$ cat src/rtl/ctr_pkg.sv
// rtl/ctr_pkg.sv - shared types and constants for the programmable modulo counter
package ctr_pkg;

  localparam int CTR_MODE_W = 2;

  typedef enum logic [CTR_MODE_W-1:0] {
    CTR_WRAP    = 2'd0,
    CTR_SAT     = 2'd1,
    CTR_ONESHOT = 2'd2,
    CTR_RSVD    = 2'd3
  } ctr_mode_e;

endpackage

$ cat src/rtl/prog_mod_counter_if.sv
// rtl/prog_mod_counter_if.sv - control and status bundle of the programmable modulo counter
interface prog_mod_counter_if
  import ctr_pkg::*;
#(
  parameter int WIDTH = 6
);

  logic                  en;
  logic                  up_dn;
  logic                  load;
  logic [WIDTH-1:0]      load_val;
  logic [WIDTH-1:0]      limit;
  logic [CTR_MODE_W-1:0] mode;
  logic                  clr_ovf;
  logic [WIDTH-1:0]      count;
  logic                  tc;
  logic                  ovf_sticky;
  logic                  done;

  modport master (
    output en, up_dn, load, load_val, limit, mode, clr_ovf,
    input  count, tc, ovf_sticky, done
  );

  modport slave (
    input  en, up_dn, load, load_val, limit, mode, clr_ovf,
    output count, tc, ovf_sticky, done
  );

endinterface

$ cat src/rtl/prog_ctr_step.sv
// rtl/prog_ctr_step.sv - next-value and terminal-event logic for one counter step
module prog_ctr_step
  import ctr_pkg::*;
#(
  parameter int WIDTH = 6
) (
  input  logic [WIDTH-1:0] count,
  input  logic [WIDTH-1:0] limit,
  input  logic             up_dn,
  input  ctr_mode_e        mode,
  output logic [WIDTH-1:0] next_count,
  output logic             is_terminal,
  output logic             set_done
);

  localparam logic [WIDTH-1:0] ONE = WIDTH'(1);

  always_comb begin
    next_count  = count;
    is_terminal = 1'b0;
    set_done    = 1'b0;
    if (up_dn) begin
      // >= rather than == so a value loaded above limit still terminates
      is_terminal = (count >= limit);
      if (!is_terminal) begin
        next_count = count + ONE;
      end else begin
        case (mode)
          CTR_SAT:     next_count = count;
          CTR_ONESHOT: begin
            next_count = count;
            set_done   = 1'b1;
          end
          default:     next_count = '0;
        endcase
      end
    end else begin
      is_terminal = (count == '0);
      if (!is_terminal) begin
        next_count = count - ONE;
      end else begin
        case (mode)
          CTR_SAT:     next_count = '0;
          CTR_ONESHOT: begin
            next_count = '0;
            set_done   = 1'b1;
          end
          default:     next_count = limit;
        endcase
      end
    end
  end

endmodule

$ cat src/rtl/prog_mod_counter.sv
// rtl/prog_mod_counter.sv - programmable up/down counter with wrap, saturate and one-shot modes
module prog_mod_counter
  import ctr_pkg::*;
#(
  parameter int               WIDTH     = 6,
  parameter logic [WIDTH-1:0] RESET_VAL = '0
) (
  input logic               clk,
  input logic               reset,
  prog_mod_counter_if.slave bus
);

  logic [WIDTH-1:0] count_q;
  logic             tc_q;
  logic             ovf_q;
  logic             done_q;
  logic [WIDTH-1:0] next_count;
  logic             is_terminal;
  logic             set_done;
  logic             step;

  prog_ctr_step #(.WIDTH(WIDTH)) u_step (
    .count       (count_q),
    .limit       (bus.limit),
    .up_dn       (bus.up_dn),
    .mode        (ctr_mode_e'(bus.mode)),
    .next_count  (next_count),
    .is_terminal (is_terminal),
    .set_done    (set_done)
  );

  assign step = bus.en && !bus.load && !done_q;

  always_ff @(posedge clk) begin
    if (reset) begin
      count_q <= RESET_VAL;
      tc_q    <= 1'b0;
      ovf_q   <= 1'b0;
      done_q  <= 1'b0;
    end else begin
      tc_q <= 1'b0;
      // clear first so a same-edge terminal event below takes precedence
      if (bus.clr_ovf) begin
        ovf_q <= 1'b0;
      end
      if (bus.load) begin
        count_q <= bus.load_val;
        done_q  <= 1'b0;
      end else if (step) begin
        count_q <= next_count;
        if (is_terminal) begin
          tc_q  <= 1'b1;
          ovf_q <= 1'b1;
        end
        if (set_done) begin
          done_q <= 1'b1;
        end
      end
    end
  end

  assign bus.count      = count_q;
  assign bus.tc         = tc_q;
  assign bus.ovf_sticky = ovf_q;
  assign bus.done       = done_q;

endmodule
$ cat src/flat_wrapper.sv
// flat-port wrapper written by rule: the top's interface ports become plain ports
module prog_mod_counter_flat import ctr_pkg::*;
#(
  parameter int               WIDTH     = 6,
  parameter logic [WIDTH-1:0] RESET_VAL = '0
)
  (clk, reset, bus_en, bus_up_dn, bus_load, bus_load_val, bus_limit, bus_mode, bus_clr_ovf, bus_count, bus_tc, bus_ovf_sticky, bus_done);
  prog_mod_counter_if #(.WIDTH(WIDTH)) bus_i ();
  input logic clk;
  input logic reset;
  input wire logic [$bits(bus_i.en)-1:0] bus_en;
  input wire logic [$bits(bus_i.up_dn)-1:0] bus_up_dn;
  input wire logic [$bits(bus_i.load)-1:0] bus_load;
  input wire logic [$bits(bus_i.load_val)-1:0] bus_load_val;
  input wire logic [$bits(bus_i.limit)-1:0] bus_limit;
  input wire logic [$bits(bus_i.mode)-1:0] bus_mode;
  input wire logic [$bits(bus_i.clr_ovf)-1:0] bus_clr_ovf;
  output wire logic [$bits(bus_i.count)-1:0] bus_count;
  output wire logic [$bits(bus_i.tc)-1:0] bus_tc;
  output wire logic [$bits(bus_i.ovf_sticky)-1:0] bus_ovf_sticky;
  output wire logic [$bits(bus_i.done)-1:0] bus_done;
  assign bus_i.en = bus_en;
  assign bus_i.up_dn = bus_up_dn;
  assign bus_i.load = bus_load;
  assign bus_i.load_val = bus_load_val;
  assign bus_i.limit = bus_limit;
  assign bus_i.mode = bus_mode;
  assign bus_i.clr_ovf = bus_clr_ovf;
  assign bus_count = bus_i.count;
  assign bus_tc = bus_i.tc;
  assign bus_ovf_sticky = bus_i.ovf_sticky;
  assign bus_done = bus_i.done;
  prog_mod_counter #(.WIDTH(WIDTH), .RESET_VAL(RESET_VAL)) u_core (.clk(clk), .reset(reset), .bus(bus_i));
endmodule
$ cat config.mk
export PLATFORM = sky130hd
export DESIGN_NAME = prog_mod_counter_flat
export DESIGN_NICKNAME = d
export VERILOG_FILES = /design/src/rtl/ctr_pkg.sv /design/src/rtl/prog_mod_counter_if.sv /design/src/rtl/prog_ctr_step.sv /design/src/rtl/prog_mod_counter.sv /design/src/flat_wrapper.sv
export SDC_FILE = /design/constraint.sdc
export NUM_CORES = 1
export LEC_CHECK = 0
export ABC_AREA = 0
export CAP_MARGIN = 20
export CORE_MARGIN = 2
export CORE_UTILIZATION = 43
export DETAILED_ROUTE_END_ITERATION = 7
export GPL_ROUTABILITY_DRIVEN = 0
export PLACE_DENSITY_LB_ADDON = 0.3
export SYNTH_ARGS = -nofsm -noshare
export SYNTH_HDL_FRONTEND = slang
export SYNTH_SLANG_ARGS = --single-unit
export TNS_END_PERCENT = 1
$ cat constraint.sdc
create_clock -name clk -period 6 [get_ports clk]
set_input_delay 0.9 -clock clk [delete_from_list [all_inputs] [get_ports clk]]
set_output_delay 0.9 -clock clk [all_outputs]
set_load 0.01 [all_outputs]
==> reports/results.txt, run 1 <==
The run gives 2 as the number of buffers on the longest clock path. The core footprint is 1940 um^2. The slowest stage of the critical path is the clkdlybuf4s50_1 cell.

Clock latency on the worst-skew pair, taken at its later pin, is 0.26 ns. By startpoint and endpoint, the worst setup path is classified as primary input to register. Max-cap violations in this run came to 0.

The tools report the count of final setup violators as 0. The yosys synthesis warning count is 0, and the wire length per cell is 13.1 um. After synthesis, the mean cell area works out to 7.89 um^2. The number of hold-slack violations in the final timing report is 0. The total number of vias came out at 898.

Based on the critical path, the design can be clocked at up to 0.342 GHz. Setup total negative slack on the finished layout was measured at 0 ns. After global routing, the most crowded layer is met2. For this run, global-route usage on met1 was measured as 23.2%.

The first global-routing pass estimated 3480 um of wire. For the final database, setup skew stands at 0.00198 ns. Measured along the y axis, the die boundary spans 49.3 um. STA classifies the critical path startpoint as a primary input.

The flow ran to the end, and the final reports show no timing, DRC or antenna violations. For this run, global-route usage on met3 was measured as 3.99%. The post-CTS setup buffer count is 0. The synthesized netlist contains 39 unique library cells. Growth of design area from synthesis to finish: 33.3%.

The tools report the post-synthesis instance total as 112. Of the available clock period, the critical path in the final layout requires 48.8%. At the pin with the least slew margin, the transition time is 0.480 ns. The number of enable-type register cells in the synthesized netlist is 0, and the area of the die is 2430 um^2. The wire-length estimate of the detail-placed layout is 1660 um. For the post-layout instance count excluding filler cells, the log shows 164. The tools report the startpoint of the worst-slack reg-to-reg timing path as u_core.bus.count[0]. At the end of the flow, the number of nets in the layout was 168. TritonCTS built the clock tree.

The met2 demand-to-capacity share in global routing is 31.8%. Row generation in the floorplan step produced 16 rows. The start point of the critical path is bus_limit[5]. The analysis attributes to cell leakage a power of 0.478 nW. After global routing the overflow that remains totals 0. Max-slew headroom at the worst pin: 67.8%.

In the routed layout, each cell is associated on average with a via count of 5.48. Once the floorplan was initialized, standard cells occupied 45.5% of the core. The number of nets produced by synthesis was 142; the maximum single-stage delay on the critical path was 0.48 ns.

The number of global-route vias before repair was 791. The most used flip-flop cell after synthesis is dfxtp_1. Clock tree synthesis found a total of 9 sinks.

Gates resized during post-CTS repair numbered 0. The startpoint identified for the worst hold timing path is u_core.bus.ovf_sticky. Total number of H-tree levels: 1. In this run the worst path has a maximum fanout of 12. Data arrives at the worst endpoint at 3.07 ns.

The total wirelength of the detailed-routed design is 2160 um, and the global-route total usage across every layer is 18.4%. The number of slew-limit violations in the final report was 0. The tools report the critical path endpoint category as a register. For this run, design rule violations remaining after detail routing come to 0. Before antenna repair, the detailed router went through 4 iterations.

The post-synthesis instance area is 883 um^2. The portion of the post-synthesis area used by sequential elements came out at 20.4%. The detail route stage leaves a number of antenna-violating nets equal to 0. The critical path goes through clkdlybuf4s50_1 -> inv_1 -> ha_1 -> a21oi_1 -> o21a_1 -> o21ai_0 -> a21boi_2 -> nor4b_1 -> a311o_1.

For the number of antenna violations at the first check in global routing, the log shows 0. Setup repair after global routing left no endpoint under its margin. After clock tree synthesis, the flow added hold-fix buffers numbering 0.

Data on the critical path is required at its endpoint by 6.14 ns. In this run, synthesis produced a sequential element count of 9. The share of layout cells above drive strength 1 works out to 8.76%. In this run, CTS created clock tree buffers numbering 3. The minimum period implied by the final worst setup slack works out to 2.93 ns.

Entering global routing, the biggest net connects 14 pins. The die boundary width came out at 49.3 um. IR analysis of the VDD net gives a maximum drop of 0.142 mV.

29 I/O pins were placed. 0 antenna diodes ended up in the layout. The tree is rooted in a clkbuf_4.

After detailed placement, the design holds a cell count of 160. The register clock-pin slew on the reported worst setup and hold paths came out at 0.06 ns. Input and output buffers added on the ports amount to 28. The worst min-delay path category is register to register. After the first detailed-routing iteration, the DRC count stood at 15.

The tools report the final standard cell utilization of the core as 60.6%. The share of synthesized flip-flops with an asynchronous set or reset is 0%. Dividing total power by cell area gives a power density of 172 nW/um^2.

The number of fill cells came out at 194.
layout make-up:
type | count | area [um^2] | area share, %
clock buffer | 4 | 26.3 | 2.23
inverter | 12 | 45.0 | 3.83
multi-input combinational | 84 | 612 | 52.0
sequential | 9 | 180 | 15.3
tap | 27 | 33.8 | 2.87
timing repair buffer | 28 | 280 | 23.8
registers in the layout, indices dropped and copies added (netlist names):
name / flops
u_core.bus.ovf_sticky: 1
u_core.bus.tc: 1
u_core.bus.done: 1
u_core.bus.count: 6
per-stage QoR:
step                      hold slack (ns)  instance area (um^2)  worst slack, ns  total power, mW
after floorplan                     0.493                   883             3.70            0.128
after global placement              0.460                  1150             2.93            0.155
after detailed placement            0.469                  1150             2.86            0.157
after CTS                           0.481                  1180             3.10            0.204
after global routing                0.510                  1180             2.90            0.216
final                               0.480                  1180             3.07            0.202
power breakdown:
group	leakage (nW)	internal, mW	total [mW]	switching (mW)
sequential	0.0741	0.0637	0.0726	0.00888
combinational	0.389	0.0446	0.0829	0.0383
clock	0.0150	0.0256	0.0465	0.0209
synthesized netlist by cell type, types with 3 or more instances:
| cell | instances | area, um^2 |
|---|---|---|
| inv_1 | 12 | 45.0 |
| ha_1 | 10 | 125 |
| dfxtp_1 | 9 | 180 |
| a21oi_1 | 8 | 40.0 |
| nor2_1 | 8 | 30.0 |
| nand2_1 | 7 | 26.3 |
| a31oi_1 | 5 | 31.3 |
| xnor2_1 | 4 | 35.0 |
| buf_4 | 3 | 22.5 |
| nand2b_1 | 3 | 18.8 |
| nand3_1 | 3 | 15.0 |
| o21a_1 | 3 | 22.5 |
| o21ai_0 | 3 | 15.0 |
| o22ai_1 | 3 | 18.8 |
cell families after synthesis:
family | count (synthesis) | share of synthesized area, %
AO/OA/AOI/OAI | 35 | 28.8
XOR/XNOR | 5 | 4.96
adder cells (fa/ha/maj) | 10 | 14.2
buffers and inverters | 19 | 10.3
flip-flops | 9 | 20.4
multiplexers | 1 | 1.70
AND/OR/NAND/NOR | 33 | 19.7
critical path: cells and delay by family:
kind            cells  cell delay (ns)
fa+ha+maj           1             0.30
compound gates      5             1.22
simple gates        1             0.11
buf+inv             2             0.53
metal layers:
| metal | share of wire (%) | vias up | routed length, um |
|---|---|---|---|
| met5 | 0 | - | 0 |
| met2 | 49 | 22 | 1060 |
| met1 | 47 | 421 | 1000 |
| met3 | 4.0 | 0 | 86 |
| met4 | 0 | 0 | 0 |
| li1 | - | 455 | - |
path summary, 6_finish.rpt:
kind,endpoint,slack [ns],cells past startpoint
setup / recovery,u_core.bus.count[4],3.07,9
hold / removal,u_core.bus.ovf_sticky,0.48,2
setup reg to reg,u_core.bus.count[4],3.58,8
hold reg to reg,u_core.bus.ovf_sticky,0.48,2
cell usage in the layout, fill, tap and decap left out, drive strengths merged:
cell / netlist / layout
ha: 10 / 10
mux2: 1 / 1
and2: 1 / 1
a21bo: 1 / 1
nand4b: 1 / 1
clkbuf: 3 / 4
o221ai: 1 / 1
o221a: 2 / 2
nor3b: 1 / 1
a311o: 1 / 1
nor2: 9 / 9
o211ai: 3 / 3
nor3: 3 / 3
nand2b: 3 / 3
a31oi: 5 / 5
dfxtp: 9 / 9
a21boi: 1 / 1
o21a: 3 / 3
nand2: 7 / 7
a21oi: 8 / 8
and3: 1 / 1
xnor2: 4 / 4
o311a: 2 / 2
xor2: 1 / 1
nand3: 3 / 3
a221oi: 1 / 1
o22ai: 3 / 3
o21ai: 3 / 3
nor4b: 1 / 1
clkdlybuf4s50: 0 / 28
nor2b: 2 / 2
o31ai: 1 / 1
nand4: 1 / 1
inv: 12 / 12
No activity file was read; power rests on OpenSTA's default activity.
==> run 2, diff against run 1 <==
- CORE_UTILIZATION: 43 -> 41
- clock period: 6 -> 2.4 ns (I/O delays scaled with it)
==> reports/results.txt, run 2 (synthesized netlist as in run 1, its figures left out) <==
The flow ran to the end, and the final reports show no timing, DRC or antenna violations. The cell area after placement is 1190 um^2 (+3.3%). The count of input and output buffers is 28 (unchanged). The count of final setup violators was 0 (unchanged); the power density normalized to cell area was 428 nW/um^2 (+150%). The run gives 872 (+10%) as the number of global-route vias before repair.

The total number of vias came out at 926 (+3.1%). The register clock-pin slew on the reported worst setup and hold paths was 0.06 ns (about the same). The die boundary width was 50.4 um (+2.2%); the setup slack of the critical path after layout was 0.206 ns (-2.87 ns). The run gives 29 (unchanged) as the count of pins on the block boundary. Total wirelength of the detailed-routed design: 2250 um (+4.3%). The tools report the max-capacitance violation count as 0 (unchanged).

The worst min-delay path category was register to register. The logs give 1750 um (+5.0%) for the HPWL after detailed placement and 13 (-1) for the maximum number of pins on one net before global-route repair. The worst clock skew was 0.00310 ns (+0.00112 ns); the iteration count of the initial detailed-routing pass was 4 (unchanged).

The detailed-route DRC error count came out at 0 (unchanged). The tree is rooted in a clkbuf_4. The vertical die dimension is 50.4 um (+2.2%). The floorplan row count is 16 (unchanged), and the total grt overflow is 0 (unchanged).

Share of layout cells above drive strength 1: 12.7% (+3.9 points). The logs give 2.37 ns (-0.70 ns) for the endpoint arrival time on the critical path and 173 (+3.0%) for the number of nets in the layout. The first-iteration detailed-routing DRC count was 15 (unchanged); the number of clock buffers inserted by TritonCTS was 3 (unchanged).

The total power after layout was 0.521 mW (+160%). Dividing the final minimum period by the clock period gives 91.4%. TritonCTS built the clock tree. The tools report the cell area after layout as 1220 um^2 (+3.3%). The largest fanout on the critical path was 9 (-3); the count of clock tree sinks was 9 (unchanged). The worst setup path is launched from a primary input.

The area of the die is 2540 um^2 (+4.5%), and the minimum period implied by the final worst setup slack is 2.19 ns. The area growth from synthesis to layout is 37.7%. The number of antenna violations at the first check in global routing was 0 (unchanged). The final standard cell utilization of the core is 60.8% (+0.12 points), and the fmax is 0.456 GHz. Leaving out fill and tap cells, the most frequent cells in the layout are clkdlybuf4s50_1 (28), inv_1 (12), ha_1 (10).

For the worst slack on hold paths, the log shows 0.477 ns (-0.00311 ns). The number of buffers on the longest clock path was 2 (unchanged); the remaining number of nets flagged by the antenna check after routing was 0 (unchanged). Core footprint: 2000 um^2 (+3.1%). The run gives 0 (unchanged) as the antenna diode instance count.

The global-route total usage across every layer came out at 19.5% (+1.0 points). For the number of slew-limit violations in the final report, the log shows 0 (unchanged). Starting density of the core: 44.1% (-1.4 points). The slew at the pin closest to its max-slew limit came out at 0.388 ns (-0.0928 ns). The tools report the critical path endpoint category as a register. The number of flip-flops in the largest register was 6 (unchanged).

The via-per-instance ratio was 5.48 (about the same); the critical path required time was 2.57 ns (-3.57 ns). The tools report the leakage power total as 0.504 nW (+5.3%). The wire length per cell is 13.3 um (+1.2%), and the placed cell count is 165 (+3.1%). The post-layout instance count excluding filler cells is 169 (+3.0%).

The max-slew headroom at the worst pin was 74.1% (+6.3 points). The tools report the first-pass GRT wire length as 3750 um (+7.9%). The library cell used most frequently in the layout, excluding fill and tap cells, is clkdlybuf4s50_1.

The clock insertion delay at the later pin of the skew report came out at 0.27 ns (about the same). The run gives 1 (unchanged) as the total number of H-tree levels. The run gives 0 (unchanged) as the number of hold-slack violations in the final timing report. The worst ir drop on vdd is 0.313 mV (+120%). The run gives 0 ns (unchanged) as the setup TNS. Setup repair after global routing left no endpoint under its margin. The pre-CTS worst setup slack is -0.0560 ns (-2.92 ns).

The critical path is of the primary input to register type.
## run 2: final cells by class
cell class	instances	area, um^2
clock buffer	4	26.3
fill	187	786
inverter	12	45.0
multi-input combinational	84	612
sequential	9	181
tap	27	33.8
timing repair buffer	33	318
## run 2: critical path, stage by stage
cell and delay (ns):
clkdlybuf4s50_1 0.49, inv_1 0.05, ha_1 0.30, a21oi_1 0.14, o21a_1 0.18, o21ai_0 0.12, a21boi_2 0.22, buf_4 0.20
a21oi_1 0.07, a221oi_1 0.24
## run 2: layer usage
layer  global-route usage, %  routed length, um  vias up  share of wire [%]
li1                        -                  -      467                  -
met1                    23.5                998      424                 44
met2                    34.4               1110       31                 49
met3                    4.46                112        4                5.0
met4                    5.41                 29        0                1.3
met5                       0                  0        -                  0
## run 2: worst paths after layout
path / from / end / slack (ns) / depth (start not counted)
worst max-delay path: bus_limit[5] / u_core.bus.count[5] / 0.21 / 10
worst min-delay path: u_core.bus.ovf_sticky / u_core.bus.ovf_sticky / 0.48 / 2
worst max register to register: u_core.bus.count[0] / u_core.bus.count[5] / 0.29 / 9
worst min register to register: u_core.bus.ovf_sticky / u_core.bus.ovf_sticky / 0.48 / 2
## run 2: where the power goes
part | switching, mW | internal [mW] | leakage, nW
Clock | 0.0550 | 0.0642 | 0.0150
Sequential | 0.0142 | 0.160 | 0.0744
Combinational | 0.108 | 0.120 | 0.414
## run 2: timing repair
item | in CTS | in global routing
resized for setup | 0 | 1
hold buffers | 0 | 0
buffers inserted | 0 | 0
setup endpoints to repair | 0 | 1
